===== src/rtl/nx4_pkg.sv =====
// nx4_pkg: shared constants, word types and small helpers for the NX4 LED sink.
package nx4_pkg;

  localparam int GS_BITS            = 12;
  localparam int DC_BITS            = 6;
  localparam int CH_PER_DRIVER      = 16;
  localparam int GS_BITS_PER_DRIVER = 192;
  localparam int DC_BITS_PER_DRIVER = 96;
  localparam int BIT_CNT_W          = 11;

  typedef logic [GS_BITS-1:0] gs_t;
  typedef logic [DC_BITS-1:0] dc_t;

  // Saturating increment of the shifted-bit counter (holds at 2047).
  function automatic logic [BIT_CNT_W-1:0] bit_cnt_inc(input logic [BIT_CNT_W-1:0] v);
    logic [BIT_CNT_W-1:0] r;
    if (v == 11'h7FF) begin
      r = v;
    end else begin
      r = v + 11'd1;
    end
    return r;
  endfunction

  // Saturating increment of the 12-bit grayscale PWM counter (holds at 4095).
  function automatic gs_t gs_cnt_inc(input gs_t v);
    gs_t r;
    if (v == 12'hFFF) begin
      r = v;
    end else begin
      r = v + 12'd1;
    end
    return r;
  endfunction

endpackage


===== src/rtl/nx4_edge_detect.sv =====
// nx4_edge_detect: one monitored driver line -> sampled level plus rising-edge flag.
// With NX4_SINK_SYNC_EN defined the line first passes a 2-flop synchronizer;
// otherwise the line is taken directly because its source runs on this clock.
module nx4_edge_detect (
  input  logic clock,
  input  logic reset,
  input  logic line,
  output logic sample,
  output logic rise
);

  logic prev_r;

`ifdef NX4_SINK_SYNC_EN
  logic sync1_r;
  logic sync2_r;

  // Two-stage synchronizer for lines driven from another clock domain.
  always_ff @(posedge clock or posedge reset) begin
    if (reset) begin
      sync1_r <= 1'b0;
      sync2_r <= 1'b0;
    end else begin
      sync1_r <= line;
      sync2_r <= sync1_r;
    end
  end

  assign sample = sync2_r;
`else
  assign sample = line;
`endif

  // Previous sample, so a 0->1 step between consecutive samples is an edge.
  always_ff @(posedge clock or posedge reset) begin
    if (reset) begin
      prev_r <= 1'b0;
    end else begin
      prev_r <= sample;
    end
  end

  assign rise = sample & ~prev_r;

endmodule


===== src/rtl/nx4_led_sink.sv =====
// nx4_led_sink: receiving-end model of the NX4 LED driver chain. Rebuilds the
// latched grayscale / dot-correction registers from the serial stream, derives
// the per-channel PWM state and flags bit-count errors.
// Build option NX4_SINK_SYNC_EN adds a 2-flop synchronizer on every led_* line.
module nx4_led_sink
  import nx4_pkg::*;
#(
  parameter int CHAIN = 1
) (
  input  logic                              clock,
  input  logic                              reset,
  input  logic                              led_sclk,
  input  logic                              led_sin,
  input  logic                              led_mode,
  input  logic                              led_xlat,
  input  logic                              led_blank,
  input  logic                              led_gsclk,
  input  logic                              err_clear,
  input  logic [$clog2(CHAIN*16)-1:0]       rd_addr,
  output logic [11:0]                       rd_gs,
  output logic [5:0]                        rd_dc,
  output logic [CHAIN*16-1:0]               ch_on,
  output logic                              xlat_pulse,
  output logic                              len_err,
  output logic                              led_xerr,
  output logic [15:0]                       blank_count
);

  localparam int NCH = CHAIN * CH_PER_DRIVER;
  localparam int L   = CHAIN * GS_BITS_PER_DRIVER;
  localparam logic [BIT_CNT_W-1:0] GS_EXP = BIT_CNT_W'(CHAIN * GS_BITS_PER_DRIVER);
  localparam logic [BIT_CNT_W-1:0] DC_EXP = BIT_CNT_W'(CHAIN * DC_BITS_PER_DRIVER);

  // Sampled line levels and rising-edge flags.
  logic sclk_smp_s,  sclk_rise_s;
  logic sin_smp_s,   sin_rise_s;
  logic mode_smp_s,  mode_rise_s;
  logic xlat_smp_s,  xlat_rise_s;
  logic blank_smp_s, blank_rise_s;
  logic gsclk_smp_s, gsclk_rise_s;
  logic unused_s;

  logic [L-1:0]           sr_r;
  logic [L-1:0]           sr_next_s;
  logic [BIT_CNT_W-1:0]   bit_cnt_r;
  logic [BIT_CNT_W-1:0]   bit_cnt_next_s;
  logic                   cnt_bad_s;
  logic                   len_err_next_s;
  gs_t                    gs_r [NCH];
  dc_t                    dc_r [NCH];
  gs_t                    gs_cnt_r;
  logic                   xlat_pulse_r;
  logic                   len_err_r;
  logic                   led_xerr_r;
  logic [15:0]            blank_count_r;
  logic [11:0]            rd_gs_r;
  logic [5:0]             rd_dc_r;
  logic [NCH-1:0]         ch_on_s;

  nx4_edge_detect u_ed_sclk  (.clock(clock), .reset(reset), .line(led_sclk),  .sample(sclk_smp_s),  .rise(sclk_rise_s));
  nx4_edge_detect u_ed_sin   (.clock(clock), .reset(reset), .line(led_sin),   .sample(sin_smp_s),   .rise(sin_rise_s));
  nx4_edge_detect u_ed_mode  (.clock(clock), .reset(reset), .line(led_mode),  .sample(mode_smp_s),  .rise(mode_rise_s));
  nx4_edge_detect u_ed_xlat  (.clock(clock), .reset(reset), .line(led_xlat),  .sample(xlat_smp_s),  .rise(xlat_rise_s));
  nx4_edge_detect u_ed_blank (.clock(clock), .reset(reset), .line(led_blank), .sample(blank_smp_s), .rise(blank_rise_s));
  nx4_edge_detect u_ed_gsclk (.clock(clock), .reset(reset), .line(led_gsclk), .sample(gsclk_smp_s), .rise(gsclk_rise_s));

  // Only levels of sin/mode/blank and edges of sclk/xlat/blank/gsclk matter.
  assign unused_s = &{1'b0, sin_rise_s, mode_rise_s, sclk_smp_s, xlat_smp_s, gsclk_smp_s};

  // Next shift-register / bit-count values; the latch sees the post-shift view
  // so an sclk edge coinciding with xlat is included in both data and count.
  always_comb begin
    sr_next_s      = sr_r;
    bit_cnt_next_s = bit_cnt_r;
    if (sclk_rise_s) begin
      sr_next_s      = {sr_r[L-2:0], sin_smp_s};
      bit_cnt_next_s = bit_cnt_inc(bit_cnt_r);
    end else begin
      sr_next_s      = sr_r;
      bit_cnt_next_s = bit_cnt_r;
    end
    if (mode_smp_s) begin
      cnt_bad_s = (bit_cnt_next_s != DC_EXP);
    end else begin
      cnt_bad_s = (bit_cnt_next_s != GS_EXP);
    end
    if (xlat_rise_s && cnt_bad_s) begin
      len_err_next_s = 1'b1;
    end else if (err_clear) begin
      len_err_next_s = 1'b0;
    end else begin
      len_err_next_s = len_err_r;
    end
  end

  // Serial shift register, bit counter, latch strobe and error flags.
  always_ff @(posedge clock or posedge reset) begin
    if (reset) begin
      sr_r         <= '0;
      bit_cnt_r    <= 11'd0;
      xlat_pulse_r <= 1'b0;
      len_err_r    <= 1'b0;
      led_xerr_r   <= 1'b1;
    end else begin
      sr_r         <= sr_next_s;
      if (xlat_rise_s) begin
        bit_cnt_r <= 11'd0;
      end else begin
        bit_cnt_r <= bit_cnt_next_s;
      end
      xlat_pulse_r <= xlat_rise_s;
      len_err_r    <= len_err_next_s;
      led_xerr_r   <= ~len_err_next_s;
    end
  end

  // Latched per-channel GS / DC words, loaded from the post-shift register.
  always_ff @(posedge clock or posedge reset) begin
    if (reset) begin
      for (int c = 0; c < NCH; c++) begin
        gs_r[c] <= 12'h000;
        dc_r[c] <= 6'h3F;
      end
    end else if (xlat_rise_s) begin
      if (mode_smp_s) begin
        for (int c = 0; c < NCH; c++) begin
          dc_r[c] <= sr_next_s[DC_BITS*c +: DC_BITS];
        end
      end else begin
        for (int c = 0; c < NCH; c++) begin
          gs_r[c] <= sr_next_s[GS_BITS*c +: GS_BITS];
        end
      end
    end else begin
      for (int c = 0; c < NCH; c++) begin
        gs_r[c] <= gs_r[c];
        dc_r[c] <= dc_r[c];
      end
    end
  end

  // Grayscale PWM counter: held at zero during blank, counts gsclk otherwise.
  always_ff @(posedge clock or posedge reset) begin
    if (reset) begin
      gs_cnt_r <= 12'h000;
    end else if (blank_smp_s) begin
      gs_cnt_r <= 12'h000;
    end else if (gsclk_rise_s) begin
      gs_cnt_r <= gs_cnt_inc(gs_cnt_r);
    end else begin
      gs_cnt_r <= gs_cnt_r;
    end
  end

  // Wrapping count of blank rising edges.
  always_ff @(posedge clock or posedge reset) begin
    if (reset) begin
      blank_count_r <= 16'd0;
    end else if (blank_rise_s) begin
      blank_count_r <= blank_count_r + 16'd1;
    end else begin
      blank_count_r <= blank_count_r;
    end
  end

  // Registered readout of the addressed channel.
  always_ff @(posedge clock or posedge reset) begin
    if (reset) begin
      rd_gs_r <= 12'h000;
      rd_dc_r <= 6'h3F;
    end else if (32'(rd_addr) < 32'(NCH)) begin
      rd_gs_r <= gs_r[rd_addr];
      rd_dc_r <= dc_r[rd_addr];
    end else begin
      rd_gs_r <= 12'h000;
      rd_dc_r <= 6'h3F;
    end
  end

  // Channel PWM state; follows the blank sample directly so outputs go dark
  // in the same cycle blank is seen.
  always_comb begin
    ch_on_s = '0;
    for (int c = 0; c < NCH; c++) begin
      ch_on_s[c] = ~blank_smp_s & (gs_cnt_r < gs_r[c]);
    end
  end

  assign rd_gs       = rd_gs_r;
  assign rd_dc       = rd_dc_r;
  assign ch_on       = ch_on_s;
  assign xlat_pulse  = xlat_pulse_r;
  assign len_err     = len_err_r;
  assign led_xerr    = led_xerr_r;
  assign blank_count = blank_count_r;

endmodule


===== config.mk =====
export PLATFORM = sky130hd
export DESIGN_NAME = nx4_led_sink
export DESIGN_NICKNAME = d
export VERILOG_FILES = /design/src/rtl/nx4_pkg.sv /design/src/rtl/nx4_edge_detect.sv /design/src/rtl/nx4_led_sink.sv
export SDC_FILE = /design/constraint.sdc
export NUM_CORES = 1
export LEC_CHECK = 0
export ABC_AREA = 1
export CAP_MARGIN = 20
export CELL_PAD_IN_SITES_DETAIL_PLACEMENT = 2
export CELL_PAD_IN_SITES_GLOBAL_PLACEMENT = 2
export CORE_ASPECT_RATIO = 0.6
export CORE_MARGIN = 2
export CORE_UTILIZATION = 43
export CTS_BUF_LIST = sky130_fd_sc_hd__clkbuf_8 sky130_fd_sc_hd__clkbuf_16
export DETAILED_ROUTE_END_ITERATION = 12
export DONT_BUFFER_PORTS = 1
export PLACE_DENSITY_LB_ADDON = 0.3
export SLEW_MARGIN = 20
export SYNTH_ARGS = -nofsm -noshare
export SYNTH_HDL_FRONTEND = slang
export SYNTH_HIERARCHICAL = 1
export SYNTH_SLANG_ARGS = --single-unit

===== constraint.sdc =====
create_clock -name clock -period 27.1 [get_ports clock]
set_clock_uncertainty 0.1 [all_clocks]
set_input_delay 2.71 -clock clock [delete_from_list [all_inputs] [get_ports clock]]
set_output_delay 2.71 -clock clock [all_outputs]
set_load 0.05 [all_outputs]

* Word-level counts from Yosys, hierarchy flattened *
Index checks and enable logic that the tools add are counted.
Widths: inputs -> output; s select.

word-level totals
  bits in registers = 544
  latch bits = 0
  RAM bits = 0
  bits in read-only memories = 0
  output and inout port bits = 53
  memories kept = 0

operators by class
  add/subtract/negate cells = 3
  $mul = 0
  divide/modulo/power cells = 0
  order comparisons = 17
  equality and inequality tests = 5
  shift operators = 0
  mux-type cells = 16
  bitwise operators = 28
  reduce and logical (&&, ||, !) cells = 5

operator list
  cell                   count
  $lt 12x12->1           16
  $mux 192               1
  $mux 12                5
  $bmux 12 s4            1
  $mux 11                3
  $bmux 6 s4             1
  $and 1x1->1            20
  $add 16x1->16 const B  1
  $add 12x1->12 const B  1
  $eq 12x12->1 const B   1
  $mux 6                 2
  $add 11x1->11 const B  1
  $eq 11x11->1 const B   1
  $ne 11x7->1 const B    1
  $ne 11x8->1 const B    1
  $not 1->1              7
  $reduce_and 2->1       3
  $ge 5x5->1 const B     1
  $not 4->5              1
  $mux 1                 3
  $ne 2x2->1 const B     1
  $reduce_bool 2->1      1
  $logic_and 1x1->1      1

* Logic depth before layout (Yosys ltp) *
  depth in word-level cells = 8
  depth in mapped cells = 14

* Cells and area by module *
The synthesis kept the hierarchy.

modules (own cells, without submodules)
  module           instances  cells an instance  area an instance (um2)  seq. area each (um2)
  nx4_led_sink     1          3184               27000.9                 13641.8
  nx4_edge_detect  6          5                  46.3                    25.0

* Least setup slack after synthesis *
OpenSTA, ideal clock, no wires.

  path type = input to output
  start point = input port led_blank
  end point = output port ch_on[10]
  arrival time = 4496 ps
  required time = 24290 ps
  path slack = 19794 ps
  cell stages on the path = 4
  path buffers = 3
  cell sequence = buf_4 > buf_1 > clkbuf_1 > a311oi_1

between the ends
  cells in the longest elaborated chain, start to end = 2

ends and longest elaborated chain
  element          line                 source
  start, declared  nx4_led_sink.sv:16   input logic led_blank,
  $not 1->1        nx4_led_sink.sv:185  ch_on_s[c] = ~blank_smp_s & (gs_cnt_r < gs_r[c]);
  $and 1x1->1      nx4_led_sink.sv:185
  end, declared    nx4_led_sink.sv:22   output logic [CHAIN*16-1:0] ch_on,

No other way between the ends.

* Worst setup path after layout *
  start point = register gs_cnt_r[11]
  end point = output port ch_on[9]

between the ends
  cells in the longest elaborated chain, start to end = 2

ends and longest elaborated chain
  element                 line                 source
  start, declared         nx4_led_sink.sv:51   gs_t gs_cnt_r;
  start signal, assigned  nx4_led_sink.sv:149  gs_cnt_r <= gs_cnt_inc(gs_cnt_r);
  start signal, assigned  nx4_led_sink.sv:151  gs_cnt_r <= gs_cnt_r;
  $lt 12x12->1            nx4_led_sink.sv:185
  $and 1x1->1             nx4_led_sink.sv:185

No other way between the ends.

==> qor.yml <==
outcome:
  status: "completed"
placed_design:
  routabilityCongestion: 0.8533
  portBuffers: 0
  hpwl_um: 68110
  place_area_mm2: 0.02786
cts:
  post_cts_resized: 0
  postCtsSetupBuffers: 0
  cts_tree: "built"
  holdBufCountCts: 0
  cts.htree.levels: 2
  worst_skew_pair.late_latency_ns: 0.64
  cts-root-buf: "clkbuf_16"
  cts_buffers: 55
  cts_buffer_depth: 3
  clock_sinks: 544
  clkTransAtPathRegs_ns: 0.06
hold_path:
  min_path_cells: 2
  hp-class: "reg -> reg"
global_routing:
  use_met3_pct: 7.010
  grt_pass1_vias: 26367
  met1_usage_pct: 45.91
  grt_max_degree: 289
  grt_pass1_wl_um: 163300
  grt_util_all_layers_pct: 32.95
  antenna_found_initial: 9
  grtUsageMet2_pct: 51.69
  grt_overflow: 0
  busiest_layer: "met2"
power_and_ir_drop:
  ir_worst_vdd_mv: 0.05647
  pwr-share-clk_pct: 33.0
  intPower_mw: 1.539
  switching_share_pct: 35.04
  combPwrFrac_pct: 21.1
  leakagePower_nw: 13.85
  power.switching_uw: 830.1
  seqPwrFrac_pct: 45.9
  pwr_density_cell_mw_per_mm2: 79.80
route:
  routedWlPerCell_um: 26.45
  vias: 23568
  routed_wl_um: 106000
  dr.first_iter.drc_count: 1776
  viasPerCell: 5.879
  drtPass1Iterations: 7
  ant_nets: 0
  drc: 0
timing:
  worstMarginPinSlew_ns: 1.061
  finalCritPeriodShare_pct: 23.70
  slew_violations: 0
  fmax_ghz: 0.1557
  setup_viol: 0
  period_minus_slack_ns: 6.422
  tns_ns: 0
  maxSlewHeadroom_pct: 29.26
  hold_ws_ns: 0.3731
  finalHoldViolCount: 0
  rsz0062_at_grt: "false"
final_layout:
  syn_to_final_growth_pct: 9.235
  fin_nets: 3315
  drive_gt1_share_pct: 8.836
  multi_input_area_mm2: 0.01161
  final-seq-area_mm2: 0.01374
  filler_cell_count: 6865
  postLayoutCellArea_mm2: 0.02969
worst_setup_path:
  endpoint_kind: "primary output"
  crit_type: "reg -> out"
  worst_ep_required_time_ns: 24.29
  cp_max_fo: 11
  worstRegToRegCells: 8
  startpoint_type: "flip-flop"
  cp_data_arrival_time_ns: 3.61
floorplanning:
  io_pins: 66
  die_x_um: 328.6
  num_rows: 71
  initial_utilization_pct: 43.46
  fp.dieH_um: 198.7
  fp.dieArea_mm2: 0.06530
  core_mm2: 0.06254
job:
  cap_violations: 0
synthesis:
  synth.avg_cell_area_um2: 8.485
  synth_cells: 3203
  yosysWarnings: 6
  syn_nets: 3395
  netlist_area_mm2: 0.02718
state kept, by name, indices dropped and copies added (netlist names):
name,count
len_err,1
bit_cnt_r,11
dc_r,96
rd_gs,12
xlat_pulse,1
u_ed_gsclk/prev_r,1
u_ed_blank/prev_r,1
rd_dc,6
u_ed_sclk/prev_r,1
u_ed_xlat/prev_r,1
gs_r,192
led_xerr,1
gs_cnt_r,12
blank_count,16
sr_r,192
placed cells by master, fill, tap and decap left out, types with 16 or more instances in the layout:
master and instances:
o211ai_1 32, nor2_1 112, buf_4 32, nand2_1 943, o21ai_0 458, a21oi_1 234, ha_1 179, dfrtp_1 440
clkbuf_16 57, a21boi_0 16, a31oi_1 43, a311oi_2 16, inv_1 328, o221ai_1 30, nand3_1 23, dfstp_2 103
power groups by stage:
stage	Sequential, mW	Combinational [mW]	Clock, mW
6_report	1.09	0.500	0.782
5_1_grt	1.10	0.552	0.823
4_1_cts	1.09	0.496	0.794
3_5_place_dp	1.10	0.479	0
3_3_place_gp	1.08	0.441	0
2_1_floorplan	1.06	0.323	0
final timing paths:
path,endpoint,startpoint,slack [ns]
hold / removal,dc_r[66]$_DFFE_PP1P_,dc_r[66]$_DFFE_PP1P_,0.37
hold reg to reg,dc_r[66]$_DFFE_PP1P_,dc_r[66]$_DFFE_PP1P_,0.37
setup reg to reg,gs_r[60]$_DFFE_PP0P_,u_ed_xlat/prev_r$_DFF_PP0_,22.75
min in group asynchronous,u_ed_sclk/prev_r$_DFF_PP0_,reset,1.68
max in group asynchronous,sr_r[87]$_DFF_PP0_,reset,21.72
setup / recovery,ch_on[9],gs_cnt_r[11]$_DFFE_PP0P_,20.68
worst max-delay path: stages, from the launching register on:
cell and delay, ns:
dfrtp_1 0.97, buf_4 0.46, ha_1 0.32, nand2_1 0.10, nor2_1 0.10, nand2_1 0.08, o211ai_1 0.15, a311oi_2 0.80
per-layer routing:
metal  wire [um]  part of all wire [%]
met1       48220                    45
met2       47970                    45
met3        6999                   6.6
met4        2805                   2.6
met5          53                 0.050
cell type report:
type / instances / area share [%]
Inverter: 315 / 4.033
Clock inverter: 34 / 0.6954
Multi-Input combinational cell: 2173 / 39.11
Sequential cell: 544 / 46.29
Tap cell: 839 / 3.536
Clock buffer: 69 / 5.361
Antenna cell: 1 / 0.008429
Timing Repair Buffer: 34 / 0.9693
per-stage QoR:
step | worst slack, ns | cells | util [%] | total power [mW]
after floorplan | 9.367 | 3203 | - | 1.386
after global placement | 20.39 | 3904 | 44.55 | 1.523
after detailed placement | 20.20 | 3904 | 44.55 | 1.575
after CTS | 20.70 | 4007 | 47.42 | 2.375
after global routing | 20.66 | 4008 | 47.47 | 2.475
final | 20.68 | 4009 | 47.47 | 2.369
Note: power is estimated with default switching activity, not from simulation.
